### src/rtl/if_fetch.sv
// Instruction-fetch stage: owns the PC, serves hits from a direct-mapped one-word-per-line
// icache, fetches misses from the memory controller and offers one instruction per slot.
//
// state    | meaning
// ST_IDLE  | no request outstanding; hits fill the slot, a miss launches a fetch
// ST_FETCH | request outstanding for pc; the returned word fills the cache and the slot
// ST_FLUSH | request outstanding for a squashed path; the word fills the cache only
module if_fetch #(
   parameter int ICACHE_INDEX_W = 5
) (
   input  logic        clk,
   input  logic        rst,
   input  logic        rdy,
   input  logic [5:0]  stall,
   input  logic        branch_flag_i,
   input  logic [31:0] branch_target_i,
   input  logic        mem_done_i,
   input  logic [31:0] mem_data_i,
   output logic        mem_req_o,
   output logic [31:0] mem_addr_o,
   output logic        get_inst,
   output logic [31:0] if_pc,
   output logic [31:0] if_inst,
   output logic        if_idflush_o
);

   localparam int LINES = 1 << ICACHE_INDEX_W;
   localparam int TAG_W = 32 - ICACHE_INDEX_W - 2;

   typedef enum logic [1:0] {ST_IDLE, ST_FETCH, ST_FLUSH} state_t;

   state_t                    state_q, state_n;
   logic [31:0]               pc_q, pc_n;
   logic [31:0]               fetch_addr_q, fetch_addr_n;
   logic                      out_valid_q, out_valid_n;
   logic [31:0]               out_pc_q, out_pc_n;
   logic [31:0]               out_inst_q, out_inst_n;
   logic [LINES-1:0]          valid_q;
   logic [TAG_W-1:0]          tag_mem [LINES];
   logic [31:0]               data_mem [LINES];

   logic [ICACHE_INDEX_W-1:0] pc_idx, fill_idx;
   logic [TAG_W-1:0]          pc_tag, fill_tag;
   logic                      hit, consume, slot_free, cache_we;
   logic                      unused_stall;

   assign unused_stall = ^stall[5:1];

   assign pc_idx    = pc_q[ICACHE_INDEX_W+1:2];
   assign pc_tag    = pc_q[31:ICACHE_INDEX_W+2];
   assign fill_idx  = fetch_addr_q[ICACHE_INDEX_W+1:2];
   assign fill_tag  = fetch_addr_q[31:ICACHE_INDEX_W+2];
   assign hit       = valid_q[pc_idx] && (tag_mem[pc_idx] == pc_tag);
   assign consume   = out_valid_q && !stall[0];
   assign slot_free = !out_valid_q || consume;

   assign mem_req_o    = (state_q == ST_FETCH) || (state_q == ST_FLUSH);
   assign mem_addr_o   = fetch_addr_q;
   assign get_inst     = out_valid_q;
   assign if_pc        = out_pc_q;
   assign if_inst      = out_inst_q;
   assign if_idflush_o = branch_flag_i;

   always_comb begin
      state_n      = state_q;
      pc_n         = pc_q;
      fetch_addr_n = fetch_addr_q;
      out_valid_n  = out_valid_q && !consume;
      out_pc_n     = out_pc_q;
      out_inst_n   = out_inst_q;
      cache_we     = 1'b0;

      if (branch_flag_i) begin
         // Redirect wins; an in-flight request still completes into the cache.
         pc_n        = branch_target_i;
         out_valid_n = 1'b0;
         if (state_q != ST_IDLE) begin
            if (mem_done_i) begin
               cache_we = 1'b1;
               state_n  = ST_IDLE;
            end else begin
               state_n  = ST_FLUSH;
            end
         end
      end else begin
         case (state_q)
            ST_IDLE: begin
               if (slot_free) begin
                  if (hit) begin
                     out_valid_n = 1'b1;
                     out_pc_n    = pc_q;
                     out_inst_n  = data_mem[pc_idx];
                     pc_n        = pc_q + 32'd4;
                  end else begin
                     fetch_addr_n = pc_q;
                     state_n      = ST_FETCH;
                  end
               end
            end
            ST_FETCH: begin
               if (mem_done_i) begin
                  cache_we    = 1'b1;
                  out_valid_n = 1'b1;
                  out_pc_n    = pc_q;
                  out_inst_n  = mem_data_i;
                  pc_n        = pc_q + 32'd4;
                  state_n     = ST_IDLE;
               end
            end
            ST_FLUSH: begin
               if (mem_done_i) begin
                  cache_we = 1'b1;
                  state_n  = ST_IDLE;
               end
            end
            default: state_n = ST_IDLE;
         endcase
      end
   end

   always_ff @(posedge clk or posedge rst) begin
      if (rst) begin
         state_q      <= ST_IDLE;
         pc_q         <= '0;
         fetch_addr_q <= '0;
         out_valid_q  <= 1'b0;
         out_pc_q     <= '0;
         out_inst_q   <= '0;
         valid_q      <= '0;
      end else if (rdy) begin
         state_q      <= state_n;
         pc_q         <= pc_n;
         fetch_addr_q <= fetch_addr_n;
         out_valid_q  <= out_valid_n;
         out_pc_q     <= out_pc_n;
         out_inst_q   <= out_inst_n;
         if (cache_we) valid_q[fill_idx] <= 1'b1;
      end
   end

   // Tag/data arrays need no reset; the valid bits gate every use.
   always_ff @(posedge clk) begin
      if (rdy && cache_we) begin
         tag_mem[fill_idx]  <= fill_tag;
         data_mem[fill_idx] <= mem_data_i;
      end
   end

endmodule

### config.mk
export PLATFORM = sky130hd
export DESIGN_NAME = if_fetch
export DESIGN_NICKNAME = d
export VERILOG_FILES = /design/src/rtl/if_fetch.sv
export SDC_FILE = /design/constraint.sdc
export NUM_CORES = 2
export LEC_CHECK = 0
export ABC_CLOCK_PERIOD_IN_PS = 18100
export CAP_MARGIN = 0
export CORE_UTILIZATION = 35
export CTS_BUF_LIST = sky130_fd_sc_hd__clkbuf_4 sky130_fd_sc_hd__clkbuf_8 sky130_fd_sc_hd__clkbuf_16
export DETAILED_ROUTE_END_ITERATION = 12
export PLACE_DENSITY = 0.57
export SYNTH_ARGS = -nofsm -noshare
export SYNTH_HDL_FRONTEND = slang
export SYNTH_SLANG_ARGS = --single-unit
### constraint.sdc
create_clock -name clk -period 18.1 [get_ports clk]
set_input_delay 4.525 -clock clk [delete_from_list [all_inputs] [get_ports clk]]
set_output_delay 4.525 -clock clk [all_outputs]
set_load 0.1 [all_outputs]
Word-level counts from Yosys, hierarchy flattened
Memory sizes are Yosys's and may differ from the RTL's.
Cells that the tools add are included.

operators by class
  shifts and indexed selects = 0
  add/sub/neg operators = 1
  reduce and logical (&&, ||, !) cells = 20
  magnitude comparators = 3
  div/mod/pow operators = 0
  equal/unequal tests = 12
  bitwise operators = 3
  multipliers = 0
  muxes and demuxes = 35

operators with widths
  cell                   number
  $mux 32                10
  $pmux 32 s2            3
  $add 32x3->32 const B  1
  $or 32x32->32          1
  $eq 25x25->1           1
  $reduce_and 5->1       3
  $lt 5x6->1 const B     2
  $mux 1                 12
  $mux 2                 6
  $ne 3x3->1 const B     4
  $ne 2x2->1 const B     3
  $reduce_and 6->1       1
  $bmux 1 s5             1
  $demux 1 s5            1
  $ge 5x1->1 const B     1
  $logic_and 1x1->1      5
  $pmux 2 s2             1
  $reduce_bool 2->1      2
  $logic_not 1->1        3
  $ne 3x1->1 const B     1
  $reduce_bool 3->1      1
  $eq 2x1->1 const B     1
  $eq 2x2->1 const B     1
  $logic_not 2->1        1
  other kinds (6)        8

storage, ports and cells
  bits in registers = 163
  memory bits (read-only) = 0
  bits in writable memories = 1,824
  word-level logic and storage cells = 83
  latch bits = 0
  memories kept = 2

memories
  name      depth  bits a word  read ports  clocked after Yosys merged registers in  write ports  RTL line  source
  data_mem  32     32           1           0                                        1            40        logic [31:0] data_mem [LINES];
  tag_mem   32     25           1           0                                        1            39        logic [TAG_W-1:0] tag_mem [LINES];

Longest topological paths before layout
  depth in word-level cells = 8
  gate-level depth with buffers = 17
  depth with buffers taken out = 10

Least setup slack after synthesis
No wires, ideal clock.

  kind = in2out
  from = input port branch_flag_i
  to = output port if_idflush_o
  arrival = 4.788 ns
  stages on the path = 1
  slack = 8.787 ns
  cells stage by stage = buf_4

RTL lines
  item         RTL line  source
  from (decl)  15        input logic branch_flag_i,
  to (decl)    24        output logic if_idflush_o

No word-level cell between the ends.

Final worst setup path
  from = input port branch_flag_i
  to = output port if_idflush_o

No word-level cell between the ends.

==> metrics.md <==
| Metric | Value |
|---|---|
| Post-synth EDFFs | 1824 |
| CP Data Arrival Time | 5.80 ns |
| CTS root buf | clkbuf_16 |
| DRT Wirelength | 210 mm |
| Layout cells sized above 1 | 27.7% |
| Clk slew on worst S/H paths | 0.06 ns |
| Static leakage power | 28.7 nW |
| Crit. path cell count | 2 |
| YS warnings | 0 |
| Post-layout net count | 3962 |
| RSZ-0062 raised after global routing | false |
| Clk Latency, worst-skew pair | 0.86 ns |
| Top FF cell, synth | edfxtp_1 |
| Relative slew slack | 13.5% |
| Die X | 474 um |
| Final Hold Vio Count | 0 |
| Largest stage delay, worst path | 1.14 ns |
| Register bit total from synthesis | 1987 |
| Sequential area share after synthesis | 75.6% |
| Routed len/inst | 29.9 um |
| Cells on worst reg2reg path | 14 |
| Worst setup margin | 7.78 ns |
| HP Class | flip-flop to flip-flop |
| Antenna Nets Post-Route | 0 |
| I/O Buffers | 168 |
| Dpl ws | 7.78 ns |
| Vias in the first global route | 38.6k |
| Die area | 0.224 sq mm |
| Hpwl dp | 112 mm |
| Final Slew Violations | 0 |
| Yosys top cell area share | 70.4% |
| CP startpoint kind | input port |
| Max Freq | 0.0969 GHz |
| Starting density of the core | 35.3% |
| Met2 GRT Util | 29.7% |
| DR pass1 iterations | 7 |
| RePlAce Congestion | 0.757 |
| Critical path's top delay family | buffers and inverters |
| Syn Area/Cell | 21.6 sq um |
| Hold depth | 1 |
| Minimum clock period | 10.32 ns |
| CP max-delay cell | clkdlybuf4s50_1 |
| Area growth, synth to finish | 15.1% |
| DRC Markers | 0 |
| Boundary Pins | 174 |
| Synthesized cell area | 0.0779 sq mm |
| Initial antenna violation count | 19 |
| Cts hold-fix bufs | 0 |
| Critical path required time | 13.57 ns |
| Largest net degree at the start of global routing | 118 |
| Via count | 38.3k |
| Post-synth net total | 3686 |
| # resized after CTS | 0 |
| Non-filler cells, final | 7014 |
| CTS sink count | 1987 |
| Measured slew at the worst slew-check pin | 1.30 ns |
| Placed cell count | 6642 |
| Avg Vias per Cell | 5.46 |
| Setup TNS | 0 ns |
| CP max FO | 4 |
| Gr usage total | 18.7% |
| Grt met1 use | 26.5% |
| Critical path type | input port to output pin |
| Peak supply drop | 159 uV |
| Grt total ovfl | 0 |
| Final Skew | 0.0367 ns |
| Post-synth cell types | 89 |
| Max H-tree Level | 4 |
| Final setup vio count | 0 |
| P per Cell Area | 149 mW/mm^2 |
| CTS Buf Count | 198 |
| Drt initial violations | 4350 |
| Tcrit/Tclk final | 57.0% |
| Gr busiest metal | met2 |
| Post-Syn Instances | 3608 |
| Reg2Reg Setup Slack | 11.15 ns |
| First-pass GRT wire length | 296 mm |
| Buffers & Inverters on Critical Path | 2 |
| Ys async rst share | 8.20% |
| Site row count | 172 |
| CORE AREA | 0.220 sq mm |
| Crit-path cells | buf_2, clkdlybuf4s50_1 |
| Met3 Use GR | 3.51% |
| Setup Buffers After CTS | 0 |
| TritonCTS clock tree | built |
| Max-Cap Viols | 0 |
| CTS max path bufs | 3 |
| FILL cells | 19.5k |
| Die H | 474 um |
| Synth area leader | edfxtp_1 |
| Dominant cells by area after synthesis | edfxtp_1 (70%), mux4_2 (13%), dfrtp_1 (5.2%) |
| CP endpoint kind | output pin |
| Status | completed |
==> report_power, final <==
group | switching, mW | internal (mW) | leakage (nW)
Clock | 1.78 | 2.28 | 3.23
Sequential | 0.384 | 5.50 | 18.4
Combinational | 2.14 | 1.24 | 7.09
Total | 4.31 | 9.02 | 28.7
==> worst paths after layout <==
| kind | start | end |
|---|---|---|
| min reg2reg | valid_q[18]$_DFFE_PP0P_ | valid_q[18]$_DFFE_PP0P_ |
| min in group asynchronous | rst | if_inst[31]$_DFFE_PP0P_ |
| max | branch_flag_i | if_idflush_o |
| max in group asynchronous | rst | valid_q[29]$_DFFE_PP0P_ |
| min | valid_q[18]$_DFFE_PP0P_ | valid_q[18]$_DFFE_PP0P_ |
| max reg2reg | pc_q[2]$_DFFE_PP0P_ | if_inst[17]$_DFFE_PP0P_ |
==> layout make-up <==
type	count	area [sq um]	area share (%)
Antenna cell	7	17.5	0.0195
Clock buffer	278	5660	6.32
Clock inverter	87	806	0.899
Inverter	16	75.1	0.0838
Multi-Input combinational cell	1397	17900	20.0
Sequential cell	1987	58900	65.7
Tap cell	2958	3700	4.13
Timing Repair Buffer	284	2590	2.89
==> cells in the final DEF, fill, tap and decap left out, types with 11 or more instances in the layout <==
cell type	instances
mux2_2	47
o221ai_1	11
clkinv_2	22
o21ai_0	78
clkinv_1	36
a31oi_1	11
clkdlybuf4s50_1	163
clkbuf_8	14
a22o_1	15
and3_1	12
mux4_2	462
nand2_1	93
nor2_4	34
dfrtp_1	158
nor3_1	24
mux2i_1	170
inv_1	12
nor2_1	51
clkbuf_4	65
clkbuf_16	199
o22ai_1	39
a22oi_1	26
buf_4	116
or2_2	35
xnor2_1	14
a21oi_1	25
mux2_4	58
edfxtp_1	1824
nor4_1	12
nand3_1	26
==> registers in the layout (all words and copies together), names as in the netlist <==
| register | flops |
|---|---|
| pc_q | 32 |
| if_pc | 32 |
| tag_mem | 800 |
| get_inst | 1 |
| mem_addr_o | 32 |
| valid_q | 32 |
| if_inst | 32 |
| state_q | 2 |
| data_mem | 1024 |
==> cell families (layout without fill, tap and decap cells) <==
group,after synthesis,count (layout),share of synthesized area (%)
adders and majority gates,3,3,0.0482
AOI/OAI and AO/OA,299,299,2.73
buffers and inverters,224,665,1.79
xor gates and xnor gates,20,20,0.225
and+or+nand+nor,334,334,2.13
muxes,741,741,17.5
DFF,1987,1987,75.6
other,0,7,0
==> cells in the mapped netlist, types with 12 or more instances <==
cell      instances
a21oi_1          25
a22o_1           15
a22oi_1          26
and3_1           12
buf_1            17
buf_2            46
buf_4            26
buf_6            21
clkbuf_1         77
dfrtp_1         163
edfxtp_1       1824
inv_1            14
mux2_2           47
mux2_4           58
mux2i_1         170
mux4_2          462
nand2_1          93
nand3_1          27
nor2_1           84
nor3_1           24
nor4_1           12
o21ai_0          78
o22ai_1          39
or2_2            35
xnor2_1          14
==> per-stage QoR <==
| stage | total power, mW | hold WS, ns | utilization [%] | area (sq um) |
|---|---|---|---|---|
| CTS | 13.4 | 0.466 | 40.7 | 89600 |
| detailed placement | 9.40 | 0.449 | 37.7 | 83100 |
| global route | 13.8 | 0.478 | 40.7 | 89600 |
| floorplan | 8.27 | 0.434 | - | 77900 |
| finish | 13.3 | 0.464 | 40.7 | 89600 |
| global placement | 9.37 | 0.445 | 37.7 | 83100 |
==> metal layers <==
| metal | share of wire, % | wire [um] |
|---|---|---|
| met1 | 43 | 90000 |
| met2 | 48 | 99800 |
| met3 | 7.5 | 15600 |
| met4 | 2.1 | 4340 |
| met5 | 0.036 | 75 |
Note: power is estimated with default switching activity, not from simulation.
